===== config.mk =====
export PLATFORM = sky130hd
export DESIGN_NAME = pe_feeder
export DESIGN_NICKNAME = d
export VERILOG_FILES = /design/src/rtl/pe_feeder.sv
export SDC_FILE = /design/constraint.sdc
export NUM_CORES = 1
export LEC_CHECK = 0
export CAP_MARGIN = 20
export CORE_MARGIN = 8
export CORE_UTILIZATION = 30
export DETAILED_ROUTE_END_ITERATION = 7
export MAX_ROUTING_LAYER = met4
export PLACE_DENSITY = 0.62
export REMOVE_ABC_BUFFERS = 1
export SETUP_SLACK_MARGIN = 0.1
export SLEW_MARGIN = 20
export SYNTH_ARGS = -nofsm -noshare
export SYNTH_HDL_FRONTEND = slang
export SYNTH_SLANG_ARGS = --single-unit

===== constraint.sdc =====
create_clock -name clk -period 2 [get_ports clk]
set_input_delay 0.3 -clock clk [delete_from_list [all_inputs] [get_ports clk]]
set_output_delay 0.3 -clock clk [all_outputs]
set_load 0.05 [all_outputs]

===== src/rtl/pe_feeder.sv =====
`default_nettype none
// ============================================================================
// pe_feeder : loads a kernel into one PE, streams activations, returns result
// Rev 1.0
// ============================================================================
module pe_feeder #(
  parameter int DATA_WID = 8,
  parameter int ICP_NUM  = 4,
  parameter int ADDR_B   = 4,
  parameter int OUT_WID  = 16,
  parameter int TIMEOUT  = 64
) (
  input  logic                        clk,
  input  logic                        reset,
  input  logic                        start,
  input  logic [ADDR_B-1:0]           klen,
  input  logic                        w_valid,
  input  logic [DATA_WID-1:0]         w_data,
  input  logic [ICP_NUM-1:0]          w_mask,
  output logic                        w_ready,
  input  logic                        a_valid,
  input  logic [ICP_NUM*DATA_WID-1:0] a_data,
  output logic                        a_ready,
  output logic [1:0]                  pe_state,
  output logic [ICP_NUM*DATA_WID-1:0] pe_a,
  output logic [DATA_WID-1:0]         pe_wrb_data,
  output logic [ADDR_B-1:0]           pe_wrb_addr,
  output logic [ICP_NUM-1:0]          pe_wrb,
  output logic [ADDR_B-1:0]           pe_rdb_addr,
  input  logic [1:0]                  pe_out_state,
  input  logic [OUT_WID-1:0]          pe_out_data,
  output logic                        r_valid,
  output logic [OUT_WID-1:0]          r_data,
  input  logic                        r_ready,
  output logic                        busy,
  output logic                        err
);

  localparam logic [1:0] PE_INVALID = 2'd0;
  localparam logic [1:0] PE_VALID   = 2'd1;
  localparam logic [1:0] PE_CNN_FIN = 2'd2;

  localparam logic [2:0] S_IDLE   = 3'd0;
  localparam logic [2:0] S_LOAD_W = 3'd1;
  localparam logic [2:0] S_STREAM = 3'd2;
  localparam logic [2:0] S_WAIT   = 3'd3;
  localparam logic [2:0] S_OUT    = 3'd4;

  localparam int               CNT_W    = $clog2(TIMEOUT + 1);
  localparam logic [CNT_W-1:0] CNT_LAST = CNT_W'(TIMEOUT - 1);

  logic [2:0]                  state_q, state_d;
  logic [ADDR_B-1:0]           klen_q, klen_d;
  logic [ADDR_B-1:0]           idx_q, idx_d;
  logic [CNT_W-1:0]            wcnt_q, wcnt_d;
  logic [1:0]                  pe_state_q, pe_state_d;
  logic [ICP_NUM*DATA_WID-1:0] pe_a_q, pe_a_d;
  logic [DATA_WID-1:0]         pe_wrb_data_q, pe_wrb_data_d;
  logic [ADDR_B-1:0]           pe_wrb_addr_q, pe_wrb_addr_d;
  logic [ICP_NUM-1:0]          pe_wrb_q, pe_wrb_d;
  logic [ADDR_B-1:0]           pe_rdb_addr_q, pe_rdb_addr_d;
  logic                        r_valid_q, r_valid_d;
  logic [OUT_WID-1:0]          r_data_q, r_data_d;
  logic                        err_q, err_d;

  always_comb begin
    state_d       = state_q;
    klen_d        = klen_q;
    idx_d         = idx_q;
    wcnt_d        = wcnt_q;
    pe_state_d    = PE_INVALID;
    pe_wrb_d      = '0;
    pe_a_d        = pe_a_q;
    pe_wrb_data_d = pe_wrb_data_q;
    pe_wrb_addr_d = pe_wrb_addr_q;
    pe_rdb_addr_d = pe_rdb_addr_q;
    r_valid_d     = r_valid_q;
    r_data_d      = r_data_q;
    err_d         = 1'b0;

    case (state_q)
      S_IDLE: begin
        if (start) begin
          klen_d  = klen;
          idx_d   = '0;
          state_d = S_LOAD_W;
        end
      end
      S_LOAD_W: begin
        if (w_valid) begin
          pe_wrb_data_d = w_data;
          pe_wrb_addr_d = idx_q;
          pe_wrb_d      = w_mask;
          if (idx_q == klen_q) begin
            idx_d   = '0;
            state_d = S_STREAM;
          end else begin
            idx_d = idx_q + 1'b1;
          end
        end
      end
      S_STREAM: begin
        if (a_valid) begin
          pe_a_d        = a_data;
          pe_rdb_addr_d = idx_q;
          // The final beat carries CNN_FIN instead of VALID.
          if (idx_q == klen_q) begin
            pe_state_d = PE_CNN_FIN;
            wcnt_d     = '0;
            idx_d      = '0;
            state_d    = S_WAIT;
          end else begin
            pe_state_d = PE_VALID;
            idx_d      = idx_q + 1'b1;
          end
        end
      end
      S_WAIT: begin
        // A result arriving on the timeout cycle still takes priority.
        if (pe_out_state == PE_CNN_FIN) begin
          r_data_d  = pe_out_data;
          r_valid_d = 1'b1;
          state_d   = S_OUT;
        end else if (wcnt_q == CNT_LAST) begin
          err_d   = 1'b1;
          state_d = S_IDLE;
        end else begin
          wcnt_d = wcnt_q + 1'b1;
        end
      end
      S_OUT: begin
        if (r_ready) begin
          r_valid_d = 1'b0;
          state_d   = S_IDLE;
        end
      end
      default: state_d = S_IDLE;
    endcase
  end

  always_ff @(posedge clk) begin
    if (reset) begin
      state_q       <= S_IDLE;
      klen_q        <= '0;
      idx_q         <= '0;
      wcnt_q        <= '0;
      pe_state_q    <= PE_INVALID;
      pe_a_q        <= '0;
      pe_wrb_data_q <= '0;
      pe_wrb_addr_q <= '0;
      pe_wrb_q      <= '0;
      pe_rdb_addr_q <= '0;
      r_valid_q     <= 1'b0;
      r_data_q      <= '0;
      err_q         <= 1'b0;
    end else begin
      state_q       <= state_d;
      klen_q        <= klen_d;
      idx_q         <= idx_d;
      wcnt_q        <= wcnt_d;
      pe_state_q    <= pe_state_d;
      pe_a_q        <= pe_a_d;
      pe_wrb_data_q <= pe_wrb_data_d;
      pe_wrb_addr_q <= pe_wrb_addr_d;
      pe_wrb_q      <= pe_wrb_d;
      pe_rdb_addr_q <= pe_rdb_addr_d;
      r_valid_q     <= r_valid_d;
      r_data_q      <= r_data_d;
      err_q         <= err_d;
    end
  end

  assign w_ready     = (state_q == S_LOAD_W);
  assign a_ready     = (state_q == S_STREAM);
  assign busy        = (state_q != S_IDLE);
  assign pe_state    = pe_state_q;
  assign pe_a        = pe_a_q;
  assign pe_wrb_data = pe_wrb_data_q;
  assign pe_wrb_addr = pe_wrb_addr_q;
  assign pe_wrb      = pe_wrb_q;
  assign pe_rdb_addr = pe_rdb_addr_q;
  assign r_valid     = r_valid_q;
  assign r_data      = r_data_q;
  assign err         = err_q;

endmodule
`default_nettype wire


# Word-level counts from Yosys, hierarchy flattened
# Cells that the tools add are included.
[totals] reg_bits=90 output_inout_bits=75 elab_cells=77
[classes] add_sub_neg=2 n_eq_ne=17 mux=24 n_bitwise=5 n_reduce_logical=16
[op_table] cell="$mux 7" count=4
[op_table] cell="$mux 3" count=8
[op_table] cell="$mux 4" count=4
[op_table] cell="$pmux 3 s5" count=1
[op_table] cell="$ne 2x2->1 const B" count=7
[op_table] cell="$pmux 7 s2" count=1
[op_table] cell="$pmux 4 s3" count=1
[op_table] cell="$reduce_or 3->1" count=3
[op_table] cell="$reduce_and 2->1" count=4
[op_table] cell="$add 7x1->7 const B" count=1
[op_table] cell="$eq 7x6->1 const B" count=1
[op_table] cell="$reduce_and 7->1" count=1
[op_table] cell="$eq 3x2->1 const B" count=2
[op_table] cell="$reduce_bool 3->1" count=2
[op_table] cell="$not 1->1" count=5
[op_table] cell="$reduce_and 5->1" count=1
[op_table] cell="$add 4x1->4 const B" count=1
[op_table] cell="$eq 4x4->1" count=1
[op_table] cell="$ne 2x1->1 const B" count=2
[op_table] cell="$reduce_and 4->1" count=1
[op_table] cell="$reduce_bool 2->1" count=2
[op_table] cell="$eq 3x1->1 const B" count=1
[op_table] cell="$eq 3x3->1 const B" count=1
[op_table] cell="$logic_not 3->1" count=1
[op_table] cell="other kinds (6)" count=8

# Logic depth before layout (Yosys ltp)
# Gate-level depths: netlist of run 1.
[logic_depth] word_depth=4 ltp_mapped=7

# Worst setup path before layout of run 1
# OpenSTA, ideal clock, no wires.
[synth_timing] kind="flip-flop to flip-flop" startpoint="reg state_q[0]" endpoint="reg pe_a_q[10] (netlist: pe_a[10])" setup_time_ps=132 arrival_ps=1830 t_required_ps=1868 path_slack_ps=38 path_stages_with_launch=8 n_path_buf=3 period_less_slack_ps=1962 cell_sequence="dfxtp_1 -> buf_4 -> nor3b_2 -> nand2_1 -> buf_2 -> buf_1 -> nand2_1 -> a21oi_1"
[synth_between] elab_chain_cells=2
[synth_rtl] element="from (decl)" line="52" source="logic [2:0] state_q, state_d;"
[synth_rtl] element="from (signal assigned)" line="157" source="state_q <= state_d;"
[synth_rtl] element="$eq 3x2->1"
[synth_rtl] element="net a_ready" line="23" source="output logic a_ready,"
[synth_rtl] element="$reduce_and 2->1 (no source line)"
[synth_rtl] element="to (signal assigned)" line="162" source="pe_a_q <= pe_a_d;"
[synth_rtl] element="to (decl)" line="57" source="logic [ICP_NUM*DATA_WID-1:0] pe_a_q, pe_a_d;"
# The timed path passes the listed nets, and every way through them passes these cells.
# A chain may end at the register's enable or synchronous reset.

# Worst setup path in the final report of run 1
[layout_timing] startpoint="reg state_q[2]" endpoint="out busy"
[layout_between] elab_chain_cells=1
[layout_rtl] element="$reduce_bool 3->1" line="175" source="assign busy = (state_q != S_IDLE);"
[layout_rtl] element="to (decl)" line="35" source="output logic busy,"
# Every way passes these cells.

==> results.cfg, run 1 <==
[run_status]
status = completed

[setup_path]
critPathMaxStageDelay_ps = 490
critPathSlowestCell = or3_1
cp.buffers_inverters = 2
crit_chain = buf_4, or3_1, buf_12
cp.arrival_ps = 1520
path_delay_family = simple AND/OR/NAND/NOR gates
cp_max_fo = 11
cp-end-kind = output pin
path_class = reg -> out
cp-start-kind = flip-flop
cp.required_ps = 1700

[sta]
maxSlewHeadroom_pct = 64.39
worst_pin_slew_ps = 532.5
drv_slew = 0
final.min_clock_period_ps = 1815
fin_crit_sh_pct = 90.77
finalSetupViolCount = 0
hold_viol = 0
fin_skew_ps = 8.557
fin_tns_setup_ps = 0
max_freq_ghz = 0.5508
grt_setup_unrepaired = no

[finish]
multiInputGateArea_um2 = 1481
area_growth_pct = 57.67
fin_util_pct = 47.92
layoutNonFillerInstCount = 702
diodes = 0
fillers = 1091
finish.net_count = 628
design_area_um2 = 5401
seq_area_um2 = 1802
drive_gt1_share_pct = 6.798

[pwr]
p_comb_share_pct = 28.3
p_leak_nw = 1.886
p_sw_share_pct = 30.44
vdd_drop_max_mv = 0.4029
total_power_mw = 5.414
cellPowerDensity_nw_per_um2 = 1002
netSwitchingPower_mw = 1.648
power.share.sequential_pct = 36.7
clock_power_share_pct = 35.0
internal_power_mw = 3.766

[floorplan]
dieArea_um2 = 15090
core_um2 = 11270
die_x_um = 122.9
fp.dieH_um = 122.9
io_pins = 147
initial_core_util_pct = 30.39
rows = 39

[place]
placed_area_um2 = 5066
dpl.hpwl_mm = 7.241
numPortBuffers = 146
placed_cells = 686
place.gp.congestion = 0.7756

[global_routing]
grt-ovfl-total = 0
grt_pass1_wl_mm = 15.70
grt_usage_pct = 13.42
grt_pass1_vias = 3247
busiest_layer = met2
antenna_found_initial = 0
met3_usage_pct = 5.474
grt_max_degree = 39
use_met1_pct = 16.12
use_met2_pct = 19.44

[clock_tree]
clk_latency_ps = 330
clock_sinks = 90
clock-root-buffer = clkbuf_16
clkTransAtPathRegs_ps = 60
cts_max_path_buffers = 2
cts_buffers = 9
cts_resized = 0
postCtsHoldBufs = 0
tritoncts = done
htree_levels = 3
post_cts_buffers = 0

[hold_path]
hold_class = in -> reg

[route]
drc = 0
dr.pass1.iters = 4
viasPerCell = 4.564
wl_per_cell_um = 13.99
dr_total_vias = 3204
drt-initial-drc-count = 223
ant_nets = 0
wl_mm = 9.820

[logic_synthesis]
async_reset_ff_share_pct = 0
synth_area_um2 = 3426
syn_avg_cell_area_um2 = 8.335
ys_types = 39
synthFlopType = dfxtp_1
synth_edf_count = 0
yosys_register_bits = 90
synthesis.instances = 411
yosys_warnings = 0
seq_area_frac_synth_pct = 52.59

[run]
drv_cap = 0
-- cells by family (layout without fill, tap and decap cells) --
| group | after synthesis | count (layout) | share of synthesized area, % |
|---|---|---|---|
| compound gates | 88 | 88 | 14.68 |
| xor+xnor | 8 | 8 | 2.045 |
| fa+ha+maj | 2 | 2 | 0.7303 |
| buf+inv | 29 | 177 | 4.164 |
| flops | 90 | 90 | 52.59 |
| mux | 8 | 8 | 2.338 |
| simple gates | 186 | 186 | 23.45 |
-- final timing paths --
path                  start  cells after the start  slack, ps        endpoint
max              state_q[2]                      3        180            busy
min                   reset                      2        420       wcnt_q[0]
max reg2reg       wcnt_q[0]                      5        270       wcnt_q[2]
min reg2reg  pe_wrb_data[1]                      2        450  pe_wrb_data[1]
-- per-stage QoR --
stage          hold slack [ps]  worst slack [ps]
2_1_floorplan            369.1            -614.4
3_3_place_gp             440.3             301.8
3_5_place_dp             447.4             286.0
4_1_cts                  420.0             155.8
5_1_grt                  470.7             122.8
6_report                 418.2             184.6
-- cells in the mapped netlist (2+ instances only) --
library cell / n / area [um2]
nand2_1: 138 / 518.0
dfxtp_1: 90 / 1802
a21oi_1: 69 / 345.3
nor2_1: 16 / 60.06
clkbuf_1: 12 / 45.04
mux2i_1: 8 / 80.08
xnor2_1: 8 / 70.07
buf_4: 7 / 52.55
and3_1: 6 / 37.54
buf_2: 6 / 30.03
nor3_1: 4 / 20.02
o21ai_0: 4 / 20.02
a311oi_1: 3 / 26.28
and2_1: 3 / 18.77
nand2b_1: 3 / 18.77
nand3_1: 3 / 15.01
a31oi_1: 2 / 12.51
and3b_1: 2 / 17.52
buf_1: 2 / 7.510
ha_1: 2 / 25.02
inv_1: 2 / 7.510
nor3b_2: 2 / 25.02
o31ai_1: 2 / 15.01
or3_1: 2 / 12.51
-- cell usage in the layout (no fill, tap or decap), types with 4 or more instances in the layout --
master	instances
clkdlybuf4s50_1	142
buf_4	12
mux2i_1	8
clkbuf_16	9
xnor2_1	8
nor2_1	16
nor3_1	4
buf_12	4
nand2_1	138
dfxtp_1	90
o21ai_0	4
a21oi_1	69
and3_1	6
-- worst register-to-register path, stage by stage (launching register included) --
cell and delay, ps:
dfxtp_1 360, ha_1 200, nand3_1 170, o311a_4 440
a21o_4 220, a311oi_1 250
-- final cells by class --
class	instances	area share, %
clock buffers	11	4.309
inverters	2	0.1390
clock inverters	5	1.899
well taps	143	3.312
multi-input cells	292	27.43
flip-flops and latches	90	33.36
repair buffers	159	29.56
-- sequential cells by signal, indices dropped and copies added (netlist names) --
signal,flops
state_q,3
pe_wrb,4
klen_q,4
r_data,16
pe_wrb_data,8
idx_q,4
pe_state,2
wcnt_q,7
pe_wrb_addr,4
pe_rdb_addr,4
pe_a,32
err,1
r_valid,1
-- power groups by stage --
stage	Clock, mW	Combinational (mW)	Sequential, mW
3_5_place_dp	0	1.55	2.03
6_report	1.89	1.53	1.99
2_1_floorplan	0	0.587	2.30
4_1_cts	1.96	1.56	1.99
5_1_grt	2.02	1.65	2.01
3_3_place_gp	0	1.54	2.02
-- metal layers --
metal	wire [um]	vias up	part of all wire [%]
met5	0	-	0
met4	132	0	1.3
met3	1080	9	11
met2	4042	119	41
met1	4565	1429	46
li1	-	1647	-
(Power assumes the default switching activity.)
==> run 2, diff against run 1 <==
--- a/config.mk
+++ b/config.mk
@@ -10,2 +10,3 @@
 export CORE_UTILIZATION = 30
+export CTS_BUF_LIST = sky130_fd_sc_hd__clkbuf_4 sky130_fd_sc_hd__clkbuf_8
 export DETAILED_ROUTE_END_ITERATION = 7
==> constraint.sdc (replaced) <==
create_clock -name clk -period 2.17 [get_ports clk]
set_input_delay 0.3255 -clock clk [delete_from_list [all_inputs] [get_ports clk]]
set_output_delay 0.3255 -clock clk [all_outputs]
set_load 0.005 [all_outputs]
==> results.cfg, run 2 (synthesized netlist as in run 1, its figures left out) <==
[finish]
area_growth_pct = 53.83
final_common_cell = clkdlybuf4s50_1
fin_util_pct = 46.75
design_area_um2 = 5270
largest_reg_flops = 32
layout_common_cells = clkdlybuf4s50_1 (145), nand2_1 (138), dfxtp_1 (87), a21oi_1 (69), nor2_1 (16)
layoutNonFillerInstCount = 693
drive_gt1_share_pct = 5.636
finish.net_count = 619
diodes = 0

[sta]
fin_crit_sh_pct = 93.38
setup_ws_ps = 143.7
final.min_clock_period_ps = 2026
finalSetupViolCount = 0
maxSlewHeadroom_pct = 62.45
fin_skew_ps = 8.534
max_freq_ghz = 0.4935
hold_viol = 0
grt_setup_unrepaired = yes
fin_tns_setup_ps = 0
worst_pin_slew_ps = 563.2
drv_slew = 0

[place]
numPortBuffers = 146
placed_area_um2 = 4969
placed_cells = 677
place_ws_ps = 257.4
place.gp.congestion = 0.8267
dpl.hpwl_mm = 7.389

[run]
drv_cap = 0

[route]
dr_total_vias = 3222
drt-initial-drc-count = 206
drc = 0
highest_layer = met4
wl_per_cell_um = 14.49
ant_nets = 0
met2_length_mm = 4.244
viasPerCell = 4.649
routedLengthMet1_mm = 4.671
wl_mm = 10.04
dr.pass1.iters = 4
met3_length_mm = 1.038

[setup_path]
path_class = reg -> out
critPathSlowestCell = clkdlybuf4s50_1
cp-end-kind = output pin
rrSetupSlack_ps = 360
cp_max_fo = 13
cp.buffers_inverters = 1
critPathMaxStageDelay_ps = 480
cp-start-kind = flip-flop
path_delay_family = buffers and inverters
crit_chain = or3_1, clkdlybuf4s50_1
cp.arrival_ps = 1700
cp.required_ps = 1840

[floorplan]
fp.dieH_um = 122.9
dieArea_um2 = 15090
core_um2 = 11270
rows = 39
initial_core_util_pct = 30.39
io_pins = 147
die_x_um = 122.9

[clock_tree]
htree_levels = 3
cts_max_path_buffers = 2
tritoncts = done
clkTransAtPathRegs_ps = 90
clock_sinks = 90
clock-root-buffer = clkbuf_8
cts_buffers = 9
post_cts_buffers = 0
clk_latency_ps = 350
postCtsHoldBufs = 0

[global_routing]
grt_pass1_wl_mm = 15.83
grt_max_degree = 39
antenna_found_initial = 0
grt_pass1_vias = 3275
grt-ovfl-total = 0
grt_usage_pct = 13.39

[hold_path]
hold_class = in -> reg

[pwr]
p_leak_nw = 1.806
vdd_drop_max_mv = 0.3586
cellPowerDensity_nw_per_um2 = 838.4

[run_status]
status = completed
[run 2: repair_timing]
item,4_1_cts,5_1_grt
resized for setup,4,1
cloned,0,0
setup endpoints to repair,3,3
[run 2: per-layer routing]
| layer | track usage, % | vias up |
|---|---|---|
| met5 | - | - |
| met4 | 3.884 | 0 |
| met3 | 5.290 | 9 |
| met2 | 19.88 | 124 |
| met1 | 16.44 | 1459 |
| li1 | - | 1630 |
[run 2: through the flow]
stage	hold slack [ps]	power, mW
after floorplan	394.6	2.337
after global placement	441.2	2.826
after detailed placement	447.2	2.852
after CTS	408.0	4.490
after global routing	423.5	4.659
final	432.5	4.419
[run 2: power by group]
part | internal (mW) | total [mW] | switching, mW
combinational | 0.494 | 0.937 | 0.443
sequential | 1.77 | 1.88 | 0.112
clock | 1.02 | 1.60 | 0.577
total | 3.29 | 4.42 | 1.13
[run 2: path summary, 6_finish.rpt]
path / from / to / cells after the start
worst max register to register: wcnt_q[0] / wcnt_q[2] / 5
worst min register to register: pe_wrb_data[1] / pe_wrb_data[1] / 2
worst min-delay path: reset / pe_wrb_data[0] / 2
worst max-delay path: state_q[2] / busy / 2
[run 2: area by class of cell]
class                           count  area (um2)
Clock buffer                       11       138.9
Clock inverter                      5       150.1
Fill cell                        1146        6002
Inverter                            2       7.507
Multi-Input combinational cell    292        1488
Sequential cell                    90        1808
Tap cell                          143       178.9
Timing Repair Buffer              150        1499
==> run 3, diff against run 2 <==
Settings changed: CORE_MARGIN 8 to 2.
==> results.cfg, run 3 (synthesized netlist as in run 1, its figures left out) <==
[finish]
largest_reg_flops = 32
diodes = 0
drive_gt1_share_pct = 5.808
layout_common_cells = clkdlybuf4s50_1 (145), nand2_1 (138), dfxtp_1 (87), a21oi_1 (69), nor2_1 (16)
area_growth_pct = 51.13
finish.net_count = 620
final_common_cell = clkdlybuf4s50_1
design_area_um2 = 5177
layoutNonFillerInstCount = 694

[floorplan]
die_x_um = 110.9
dieArea_um2 = 12290
io_pins = 147
rows = 39
initial_core_util_pct = 30.39
fp.dieH_um = 110.9
core_um2 = 11270

[route]
viasPerCell = 4.660
wl_mm = 9.211
dr.pass1.iters = 5
drc = 0
wl_per_cell_um = 13.27
dr_total_vias = 3234
ant_nets = 0
drt-initial-drc-count = 245

[setup_path]
path_class = reg -> out
critPathMaxStageDelay_ps = 470
crit_start = state_q[2]
cp.required_ps = 1840
critPathSlowestCell = clkdlybuf4s50_1
cp-start-kind = flip-flop
cp.arrival_ps = 1710
cp-end-kind = output pin
timing.rr.start = wcnt_q[0]
crit_chain = or3_1, clkdlybuf4s50_1
cp_max_fo = 13

[clock_tree]
cts_buffers = 9
post_cts_buffers = 0
cts_max_path_buffers = 2
clkTransAtPathRegs_ps = 100
clock_sinks = 90
clock-root-buffer = clkbuf_8
tritoncts = done
clk_latency_ps = 360
htree_levels = 3

[run]
drv_cap = 0

[sta]
fin_skew_ps = 16.26
fin_hold_ws_ps = 356.0
fin_tns_setup_ps = 0
finalSetupViolCount = 0
final.min_clock_period_ps = 2032
maxSlewHeadroom_pct = 63.42
fin_crit_sh_pct = 93.63
max_freq_ghz = 0.4922
worst_pin_slew_ps = 548.7
hold_viol = 0
drv_slew = 0
grt_setup_unrepaired = yes

[hold_path]
hold_class = in -> reg
hold_path.startpoint = reset

[pwr]
vdd_drop_max_mv = 0.2824
p_leak_nw = 1.767
cellPowerDensity_nw_per_um2 = 767.4
total_power_mw = 3.973

[global_routing]
antenna_found_initial = 0
grt-ovfl-total = 0
grt_max_degree = 45
grt_pass1_vias = 3058
grt_pass1_wl_mm = 14.92
grt_usage_pct = 15.19

[place]
numPortBuffers = 146
dpl.hpwl_mm = 6.420
placed_area_um2 = 4964
placed_cells = 678
place.gp.congestion = 0.7898

[run_status]
status = completed
==> run 3: final cells by class <==
type	instances	area [um2]
Timing Repair Buffer	151	1494
Clock inverter	4	51.30
Sequential cell	90	1805
Clock buffer	12	152.6
Multi-Input combinational cell	292	1488
Inverter	2	7.507
Fill cell	1110	6095
Tap cell	143	178.9
==> run 3: worst paths after layout <==
kind | to | slack [ps] | depth (start not counted)
max | busy | 140 | 2
min | wcnt_q[0] | 360 | 2
max reg2reg | wcnt_q[3] | 390 | 5
min reg2reg | pe_a[8] | 450 | 2
==> run 3: report_power, final <==
| part | internal (mW) | switching [mW] | leakage, nW | total (mW) |
|---|---|---|---|---|
| Clock | 0.591 | 0.593 | 0.103 | 1.18 |
| Combinational | 0.488 | 0.429 | 0.936 | 0.917 |
| Sequential | 1.76 | 0.109 | 0.728 | 1.87 |
| Total | 2.84 | 1.13 | 1.77 | 3.97 |
==> run 3: through the flow <==
| step | util, % | setup WS (ps) |
|---|---|---|
| 6_report | 45.93 | 138.3 |
| 5_1_grt | 45.93 | 79.92 |
| 4_1_cts | 45.88 | 112.5 |
| 3_5_place_dp | 44.03 | 385.1 |
| 3_3_place_gp | 44.03 | 422.9 |
| 2_1_floorplan | - | 124.4 |
==> run 3: timing repair <==
action / in CTS / in global routing
hold buffers: 0 / 0
endpoints found under the setup margin: 3 / 3
resized for setup: 3 / 1
hold endpoints to repair: 0 / 0
==> run 3: routing by layer <==
layer | wire, um | global-route usage (%) | share of wire, % | vias to the layer above
li1 | - | - | - | 1627
met1 | 4328 | 19.16 | 47 | 1464
met2 | 3928 | 22.49 | 43 | 133
met3 | 824 | 5.085 | 8.9 | 10
met4 | 129 | 6.000 | 1.4 | 0
met5 | 0 | - | 0 | -
==> run 3: critical path: cells and delay by family (launching register included) <==
kind | cells | cell delay (ps)
and+or+nand+nor | 1 | 460
buffers and inverters | 1 | 470
DFF | 1 | 410
